==> config.mk <==
export PLATFORM = sky130hd
export DESIGN_NAME = multicycle_ctrl_fsm
export DESIGN_NICKNAME = d
export VERILOG_FILES = /design/src/rtl/multicycle_ctrl_fsm.sv
export SDC_FILE = /design/constraint.sdc
export NUM_CORES = 1
export LEC_CHECK = 0
export BUFFER_PORTS_ARGS = -buffer_cell sky130_fd_sc_hd__buf_2
export CORE_ASPECT_RATIO = 1.1
export CORE_MARGIN = 2
export CORE_UTILIZATION = 30
export DETAILED_ROUTE_END_ITERATION = 6
export HOLD_SLACK_MARGIN = 0.03
export PLACE_DENSITY = 0.67
export SLEW_MARGIN = 20
export SYNTH_ARGS = -nofsm -noshare
export SYNTH_HDL_FRONTEND = slang
export SYNTH_SLANG_ARGS = --single-unit
==> constraint.sdc <==
create_clock -name clk -period 2.5 [get_ports clk]
set_clock_uncertainty 0.15 [all_clocks]
set_input_delay 0.125 -clock clk [delete_from_list [all_inputs] [get_ports clk]]
set_output_delay 0.125 -clock clk [all_outputs]
set_load 0.03 [all_outputs]
==> src/rtl/multicycle_ctrl_fsm.sv <==
// ---------------------------------------------------------------------------
// multicycle_ctrl_fsm
//
// Control sequencer for a multicycle CPU datapath. One state per clock walks
// each instruction through fetch / decode / execute / memory / writeback, and
// every datapath control line is a Moore decode of the state register. The
// only Mealy terms are the ones qualified by the memory handshake (IRWrite,
// PCWrite in FETCH and instr_done in MEMWR).
//
// Memory handshake: MemRead or MemWrite is held high in a memory state until
// mem_ready is seen high in the same cycle. That cycle completes the access
// and the FSM advances on the following rising edge. Until then the FSM
// stalls in place with the request held steady.
//
// Undefined opcodes trap into ILLEGAL and HALT parks the machine. Both states
// are sticky until reset and issue no writes.
//
// Ports
//   clk          in   1  system clock, rising edge
//   reset        in   1  asynchronous, active-high reset
//   opcode       in   6  IR[31:26], valid from DECODE onward
//   mem_ready    in   1  memory completes the current access this cycle
//   PCWrite      out  1  unconditional PC load
//   PCWriteCond  out  1  PC load gated by ALU zero in the datapath
//   IorD         out  1  memory address select, 0=PC, 1=ALUOut
//   MemRead      out  1  memory read request
//   MemWrite     out  1  memory write request
//   IRWrite      out  1  instruction register load
//   MemtoReg     out  1  register write data, 0=ALUOut, 1=MDR
//   PCSource     out  2  00 ALU result, 01 ALUOut, 10 jump target
//   ALUOp        out  4  0000 ADD, 0001 SUB, 0010 RTYPE (funct)
//   ALUSrcB      out  2  00 B, 01 const 4, 10 sext imm, 11 sext imm<<2
//   ALUSrcA      out  1  0=PC, 1=A
//   RegWrite     out  1  register file write
//   RegDst       out  1  destination select, 0=rt, 1=rd
//   state        out  4  current state code (debug / datapath observe)
//   instr_done   out  1  pulse on the final cycle of each instruction
//   illegal_op   out  1  high while in ILLEGAL
// ---------------------------------------------------------------------------
module multicycle_ctrl_fsm #(
    parameter logic [5:0] OP_RTYPE = 6'b000000,
    parameter logic [5:0] OP_LW    = 6'b100011,
    parameter logic [5:0] OP_SW    = 6'b101011,
    parameter logic [5:0] OP_BEQ   = 6'b000100,
    parameter logic [5:0] OP_J     = 6'b000010,
    parameter logic [5:0] OP_ADDI  = 6'b001000,
    parameter logic [5:0] OP_HALT  = 6'b111111
) (
    input  logic       clk,
    input  logic       reset,
    input  logic [5:0] opcode,
    input  logic       mem_ready,
    output logic       PCWrite,
    output logic       PCWriteCond,
    output logic       IorD,
    output logic       MemRead,
    output logic       MemWrite,
    output logic       IRWrite,
    output logic       MemtoReg,
    output logic [1:0] PCSource,
    output logic [3:0] ALUOp,
    output logic [1:0] ALUSrcB,
    output logic       ALUSrcA,
    output logic       RegWrite,
    output logic       RegDst,
    output logic [3:0] state,
    output logic       instr_done,
    output logic       illegal_op
);

    typedef enum logic [3:0] {
        S_FETCH   = 4'd0,
        S_DECODE  = 4'd1,
        S_MEMADR  = 4'd2,
        S_MEMRD   = 4'd3,
        S_MEMWB   = 4'd4,
        S_MEMWR   = 4'd5,
        S_EXEC    = 4'd6,
        S_ALUWB   = 4'd7,
        S_BRANCH  = 4'd8,
        S_JUMP    = 4'd9,
        S_ADDIEX  = 4'd10,
        S_ADDIWB  = 4'd11,
        S_HALT    = 4'd12,
        S_ILLEGAL = 4'd13
    } state_t;

    localparam logic [3:0] ALU_ADD   = 4'b0000;
    localparam logic [3:0] ALU_SUB   = 4'b0001;
    localparam logic [3:0] ALU_RTYPE = 4'b0010;

    localparam logic [1:0] SRCB_B      = 2'b00;
    localparam logic [1:0] SRCB_FOUR   = 2'b01;
    localparam logic [1:0] SRCB_IMM    = 2'b10;
    localparam logic [1:0] SRCB_IMMSH2 = 2'b11;

    localparam logic [1:0] PCSRC_ALU    = 2'b00;
    localparam logic [1:0] PCSRC_ALUOUT = 2'b01;
    localparam logic [1:0] PCSRC_JUMP   = 2'b10;

    state_t cur;

    // -----------------------------------------------------------------------
    // State register and next-state decode
    // -----------------------------------------------------------------------
    always_ff @(posedge clk or posedge reset) begin
        if (reset) begin
            cur <= S_FETCH;
        end else begin
            case (cur)
                S_FETCH:  if (mem_ready) cur <= S_DECODE;
                S_DECODE: begin
                    if (opcode == OP_LW || opcode == OP_SW) cur <= S_MEMADR;
                    else if (opcode == OP_RTYPE)            cur <= S_EXEC;
                    else if (opcode == OP_BEQ)              cur <= S_BRANCH;
                    else if (opcode == OP_J)                cur <= S_JUMP;
                    else if (opcode == OP_ADDI)             cur <= S_ADDIEX;
                    else if (opcode == OP_HALT)             cur <= S_HALT;
                    else                                    cur <= S_ILLEGAL;
                end
                // Only LW and SW reach MEMADR; opcode is stable in the IR.
                S_MEMADR: cur <= (opcode == OP_SW) ? S_MEMWR : S_MEMRD;
                S_MEMRD:  if (mem_ready) cur <= S_MEMWB;
                S_MEMWB:  cur <= S_FETCH;
                S_MEMWR:  if (mem_ready) cur <= S_FETCH;
                S_EXEC:   cur <= S_ALUWB;
                S_ALUWB:  cur <= S_FETCH;
                S_BRANCH: cur <= S_FETCH;
                S_JUMP:   cur <= S_FETCH;
                S_ADDIEX: cur <= S_ADDIWB;
                S_ADDIWB: cur <= S_FETCH;
                S_HALT:    cur <= S_HALT;
                S_ILLEGAL: cur <= S_ILLEGAL;
                // Codes 14-15 recover to FETCH.
                default:  cur <= S_FETCH;
            endcase
        end
    end

    // -----------------------------------------------------------------------
    // Output decode. Raw write enables are computed here and then gated by
    // reset below so that nothing is written while reset is high.
    // -----------------------------------------------------------------------
    logic pc_write_d;
    logic pc_write_cond_d;
    logic mem_write_d;
    logic ir_write_d;
    logic reg_write_d;
    logic done_d;

    always_comb begin
        pc_write_d      = 1'b0;
        pc_write_cond_d = 1'b0;
        mem_write_d     = 1'b0;
        ir_write_d      = 1'b0;
        reg_write_d     = 1'b0;
        done_d          = 1'b0;
        IorD            = 1'b0;
        MemRead         = 1'b0;
        MemtoReg        = 1'b0;
        PCSource        = PCSRC_ALU;
        ALUOp           = ALU_ADD;
        ALUSrcB         = SRCB_B;
        ALUSrcA         = 1'b0;
        RegDst          = 1'b0;
        illegal_op      = 1'b0;

        case (cur)
            S_FETCH: begin
                // PC+4 computed every cycle; PC and IR only load on the
                // cycle the instruction word actually arrives.
                MemRead    = 1'b1;
                ALUSrcB    = SRCB_FOUR;
                ir_write_d = mem_ready;
                pc_write_d = mem_ready;
            end
            S_DECODE: begin
                // Speculative branch target into ALUOut.
                ALUSrcB = SRCB_IMMSH2;
            end
            S_MEMADR: begin
                ALUSrcA = 1'b1;
                ALUSrcB = SRCB_IMM;
            end
            S_MEMRD: begin
                MemRead = 1'b1;
                IorD    = 1'b1;
            end
            S_MEMWB: begin
                reg_write_d = 1'b1;
                MemtoReg    = 1'b1;
                done_d      = 1'b1;
            end
            S_MEMWR: begin
                // Write request held through stalls; the instruction ends
                // on the cycle memory accepts it.
                mem_write_d = 1'b1;
                IorD        = 1'b1;
                done_d      = mem_ready;
            end
            S_EXEC: begin
                ALUSrcA = 1'b1;
                ALUOp   = ALU_RTYPE;
            end
            S_ALUWB: begin
                reg_write_d = 1'b1;
                RegDst      = 1'b1;
                done_d      = 1'b1;
            end
            S_BRANCH: begin
                ALUSrcA         = 1'b1;
                ALUOp           = ALU_SUB;
                pc_write_cond_d = 1'b1;
                PCSource        = PCSRC_ALUOUT;
                done_d          = 1'b1;
            end
            S_JUMP: begin
                pc_write_d = 1'b1;
                PCSource   = PCSRC_JUMP;
                done_d     = 1'b1;
            end
            S_ADDIEX: begin
                ALUSrcA = 1'b1;
                ALUSrcB = SRCB_IMM;
            end
            S_ADDIWB: begin
                reg_write_d = 1'b1;
                done_d      = 1'b1;
            end
            S_ILLEGAL: begin
                illegal_op = 1'b1;
            end
            default: begin
                // HALT and unused codes: everything idle.
            end
        endcase
    end

    // Reset clears the state register asynchronously, but mem_ready could
    // still assert FETCH's enables; mask every write path directly.
    assign PCWrite     = pc_write_d      & ~reset;
    assign PCWriteCond = pc_write_cond_d & ~reset;
    assign MemWrite    = mem_write_d     & ~reset;
    assign IRWrite     = ir_write_d      & ~reset;
    assign RegWrite    = reg_write_d     & ~reset;
    assign instr_done  = done_d          & ~reset;

    assign state = cur;

endmodule

# Yosys cells after proc, flatten, opt, wreduce, memory -nomap -nowiden
# Cells that the tools add are included.
[classes]
n_eq_ne = 22
n_mux = 26
bitwise_logic = 7
reduce_logical = 10
[op_table]
columns = ["operator", "n"]
rows = [
  ["case mux 4 bit (9 select lines)", 1],
  ["equality test 4 bit (second input constant)", 6],
  ["2-to-1 mux 4 bit", 5],
  ["equality test 6 bit (second input constant)", 3],
  ["equality test 4 x 3 -> 1 bit (second input constant)", 4],
  ["2-to-1 mux 3 bit", 4],
  ["2-to-1 mux 1 bit", 11],
  ["equality test 4 x 2 -> 1 bit (second input constant)", 2],
  ["case mux 2 bit (2 select lines)", 2],
  ["AND 1 bit", 6],
  ["equality test 6 x 2 -> 1 bit (second input constant)", 1],
  ["equality test 6 x 3 -> 1 bit (second input constant)", 1],
  ["equality test 6 x 4 -> 1 bit (second input constant)", 1],
  ["zero test 6 bit", 1],
  ["inequality test 2 bit (second input constant)", 3],
  ["case mux 2 bit (3 select lines)", 1],
  ["OR reduction 2 bit", 3],
  ["OR reduction 5 bit", 1],
  ["equality test 4 x 1 -> 1 bit (second input constant)", 1],
  ["zero test 4 bit", 1],
  ["case mux 1 bit (2 select lines)", 2],
  ["OR reduction 4 bit", 1],
  ["AND reduction 3 bit", 1],
  ["OR reduction 3 bit", 1],
  ["other kinds (2)", 2],
]
[word_totals]
register_bits = 4
in_bits = 9
out_inout_bits = 24
word_cells = 66

# Longest topological paths before layout
[logic_depth]
ltp_word = 8
mapped_depth = 6
depth_no_buf = 4

# Least setup slack after synthesis
# Ideal clock, no wire load.
[synth_path]
kind = "register to output"
startpoint = "register cur[3], in the netlist state[3]"
endpoint = "output PCWrite"
arrival_ps = 2559
required_ps = 2225
setup_slack_ps = -334
path_stages_with_launch = 5
n_path_buf = 2
cell_sequence = "dfrtp_1 -> buf_2 -> buf_2 -> nand2_1 -> a2111oi_0"
[synth_between]
elab_chain_len = 3
word_cells_on_any_way = 4
classes_between = "eq/ne (1); mux (1); bitwise (1); reduce/logical (1)"
[synth_lines]
columns = ["element", "line", "source"]
rows = [
  ["start: declaration", "101", "state_t cur;"],
  ["start signal: assignment", "122", "S_MEMADR: cur <= (opcode == OP_SW) ? S_MEMWR : S_MEMRD;"],
  ["equality test 4 bit / zero test 4 bit (equally long branches)", "168", "case (cur)"],
  ["case mux 1 bit (2 select lines) (*)", "168", ""],
  ["AND 1 bit (*)", "241", "assign PCWrite = pc_write_d & ~reset;"],
  ["end: declaration", "53", "output logic PCWrite,"],
]
# Mark *: on every way between the ends. The rest lies on a longest branch, timed or not.

# Final worst setup path
[layout_path]
startpoint = "register cur[3], in the netlist state[3]"
endpoint = "output instr_done"
[layout_between]
elab_chain_len = 4
word_cells_on_any_way = 9
classes_between = "eq/ne (6); mux (1); bitwise (1); reduce/logical (1)"
[layout_lines]
columns = ["element", "line", "source"]
rows = [
  ["equality test 4 bit / equality test 4 x 3 -> 1 bit (equally long branches)", "168", ""],
  ["OR reduction 5 bit (no line)", "-", ""],
  ["case mux 1 bit (2 select lines) (*)", "168", ""],
  ["AND 1 bit (*)", "246", "assign instr_done = done_d & ~reset;"],
  ["end: declaration", "67", "output logic instr_done,"],
]
# Marks and branches as above.

==> impl_metrics.ini <==
[run]
cap_violations = 0

[floorplan]
ioPinCount = 33
die-area_mm2 = 0.00235
die_y_um = 50.7
start_util = 0.326
core_area_mm2 = 0.00182
die_w_um = 46.4
rows = 16

[synthesis]
synth_area_per_cell_um2 = 6.68
synth_edf_count = 0
synth.cell_area_um2 = 594
yosys_warnings = 0
async_flop_share = 1.00
yosysUniqueCellTypes = 37
netlist_instances = 89
ys_seq_area_frac = 0.168
ys.flop_type = dfrtp_1
synth_seq_cells = 4

[routing]
drtAntennaViolNets = 0
via_count = 767
remaining_drc_errors = 0
drt_wl_total_um = 1660
drtPass1Iterations = 4
wire_per_inst_um = 11.7
drtIter0Drc = 21
viasPerCell = 5.40

[clocking]
clockBufferDepth = 2
postCtsSetupRepairBufs = 0
clockRootBuffer = clkbuf_4
cts_tree = done
h-tree-depth = 1
clkLatencyLatePin_ns = 0.23
cts_buffers = 3
numClockSinks = 4
cts.clk_slew.worst_paths_ns = 0.04

[worst_setup_path]
arrival_ns = 1.91
r2r.worst_path.cells = 4
path_max_fanout = 19
cp_cell_sequence = inv_1, o21ai_0, a2111oi_1, buf_2
critPathMaxStageDelay_ns = 0.57
cp.depth = 4
critical_path_class = reg -> out
critical-path-top-delay-family = flip-flops
endpoint_kind = primary output
cpMaxStageDelayCell = dfrtp_1
worstPathRequired_ns = 2.23
crit_buf_inv = 2
start_kind = flip-flop

[power]
total_power_uw = 938
peakVddDrop_mv = 0.449
p_leak_uw = 0.000374
p_per_area_mw_per_mm2 = 1200

[cells_and_area]
n_fill_cell = 198
utilization = 0.429
antenna_cells = 0
layout-drive-gt1-share = 0.339
areaGrowthSynthToFinish_pct = 31.4
nets = 126
largest_register_ffs = 4

[timing]
hold_viol_final = 0
fin_crit_sh = 0.873
period_needed_ns = 2.18
timing.setup.tns_ns = 0
timing.final.ws_setup_ns = 0.318
grt_setup_unrepaired = no
setup_viol = 0
max_freq_ghz = 0.458
slew_viol_final = 0
relSlewSlack = 0.539
worstMarginPinSlew_ns = 0.691

[min_path]
min_path_type = in -> reg
worst_hold_path.num_cells = 3

[grt]
grt_pass1_vias = 647
grt_pass1_wl_um = 2740
grt_max_degree = 24
grt-ovfl-total = 0
antenna_found_initial = 0
track_usage = 0.154

[run_status]
status = complete, no violations

[placed_design]
dp_hpwl_um = 1280
place_ws_ns = 0.579
numPortBuffers = 30
place.gp.congestion = 0.754
per-stage QoR:
step | area [µm²] | hold slack [ns] | std cells
floorplan | 607 | -0.254 | 90
global placement | 748 | -0.0715 | 138
detailed placement | 748 | -0.0771 | 138
CTS | 781 | 0.102 | 142
global route | 781 | 0.117 | 142
finish | 781 | 0.109 | 142
cells by family (layout without fill, tap and decap cells):
group	Yosys count	in the layout	synth area share
AND/OR/NAND/NOR	48	48	0.434
AO/OA/AOI/OAI	22	22	0.265
buffers and inverters	12	37	0.0969
flip-flops	4	4	0.168
XOR/XNOR	2	2	0.0295
other	1	2	0.00631
Yosys cell counts, drive strengths merged (2+ instances only):
| library cell | count | area share |
|---|---|---|
| buf | 8 | 0.072 |
| dfrtp | 4 | 0.17 |
| nand3 | 4 | 0.034 |
| o21ai | 5 | 0.042 |
| nand2b | 5 | 0.053 |
| o22ai | 2 | 0.021 |
| clkbuf | 2 | 0.013 |
| a31oi | 2 | 0.021 |
| nand2 | 6 | 0.038 |
| and3 | 3 | 0.034 |
| a21oi | 2 | 0.017 |
| inv | 2 | 0.013 |
| nor2b | 2 | 0.021 |
| a2111oi | 2 | 0.029 |
| nor4 | 5 | 0.053 |
| nor2 | 11 | 0.069 |
| nor4b | 2 | 0.029 |
| nor3 | 6 | 0.051 |
area by class of cell:
cell class,instances,area [µm²],share of cell area
multi-input combinational,74,449,0.575
timing repair buffer,32,168,0.215
sequential,4,100,0.128
tap,27,33.8,0.0433
clock buffer,3,22.5,0.0288
inverter,2,7.51,0.00962
what timing repair did:
| item | in CTS | in global routing |
|---|---|---|
| hold buffers | 1 | 0 |
| gates resized for setup | 0 | 0 |
| endpoints found under the hold margin | 4 | 0 |
worst min-delay path, cell delays in order:
cell and delay, ns:
buf_2 0.11, o41ai_1 0.08, o21ai_0 0.13
worst paths after layout:
kind | startpoint | end | slack, ns
setup / recovery | state[3] | instr_done | 0.32
hold / removal | opcode[2] | state[0] | 0.11
setup reg to reg | state[0] | state[2] | 0.64
hold reg to reg | state[1] | state[1] | 0.63
max in group asynchronous | reset | state[3] | 1.82
min in group asynchronous | reset | state[2] | 0.23
where the power goes:
part	internal (µW)	switching, µW
Combinational	214	430
Clock	53.6	25.7
Sequential	88.3	127
Total	356	582
metal layers:
layer,global-route usage,part of all wire,wire length [µm],vias up
met5,0,0,0,-
met4,0.0905,0.011,19,0
met3,0.0108,0.026,44,2
met2,0.241,0.53,881,17
met1,0.200,0.43,718,367
li1,-,-,-,381
cells in the final DEF (no fill, tap or decap), types with 2 or more instances in the layout:
master	instances
nor4_1	4
o21ai_0	5
nand2b_1	5
nor4b_1	2
nor2b_1	2
buf_2	30
nor2_1	11
nand2_1	6
and3_1	2
dfrtp_1	4
conb_1	2
nor3_1	6
o22ai_1	2
clkbuf_4	3
a21oi_1	2
a2111oi_1	2
a31oi_1	2
nand3_1	4
inv_1	2
Power figures use the tool's default switching activity.
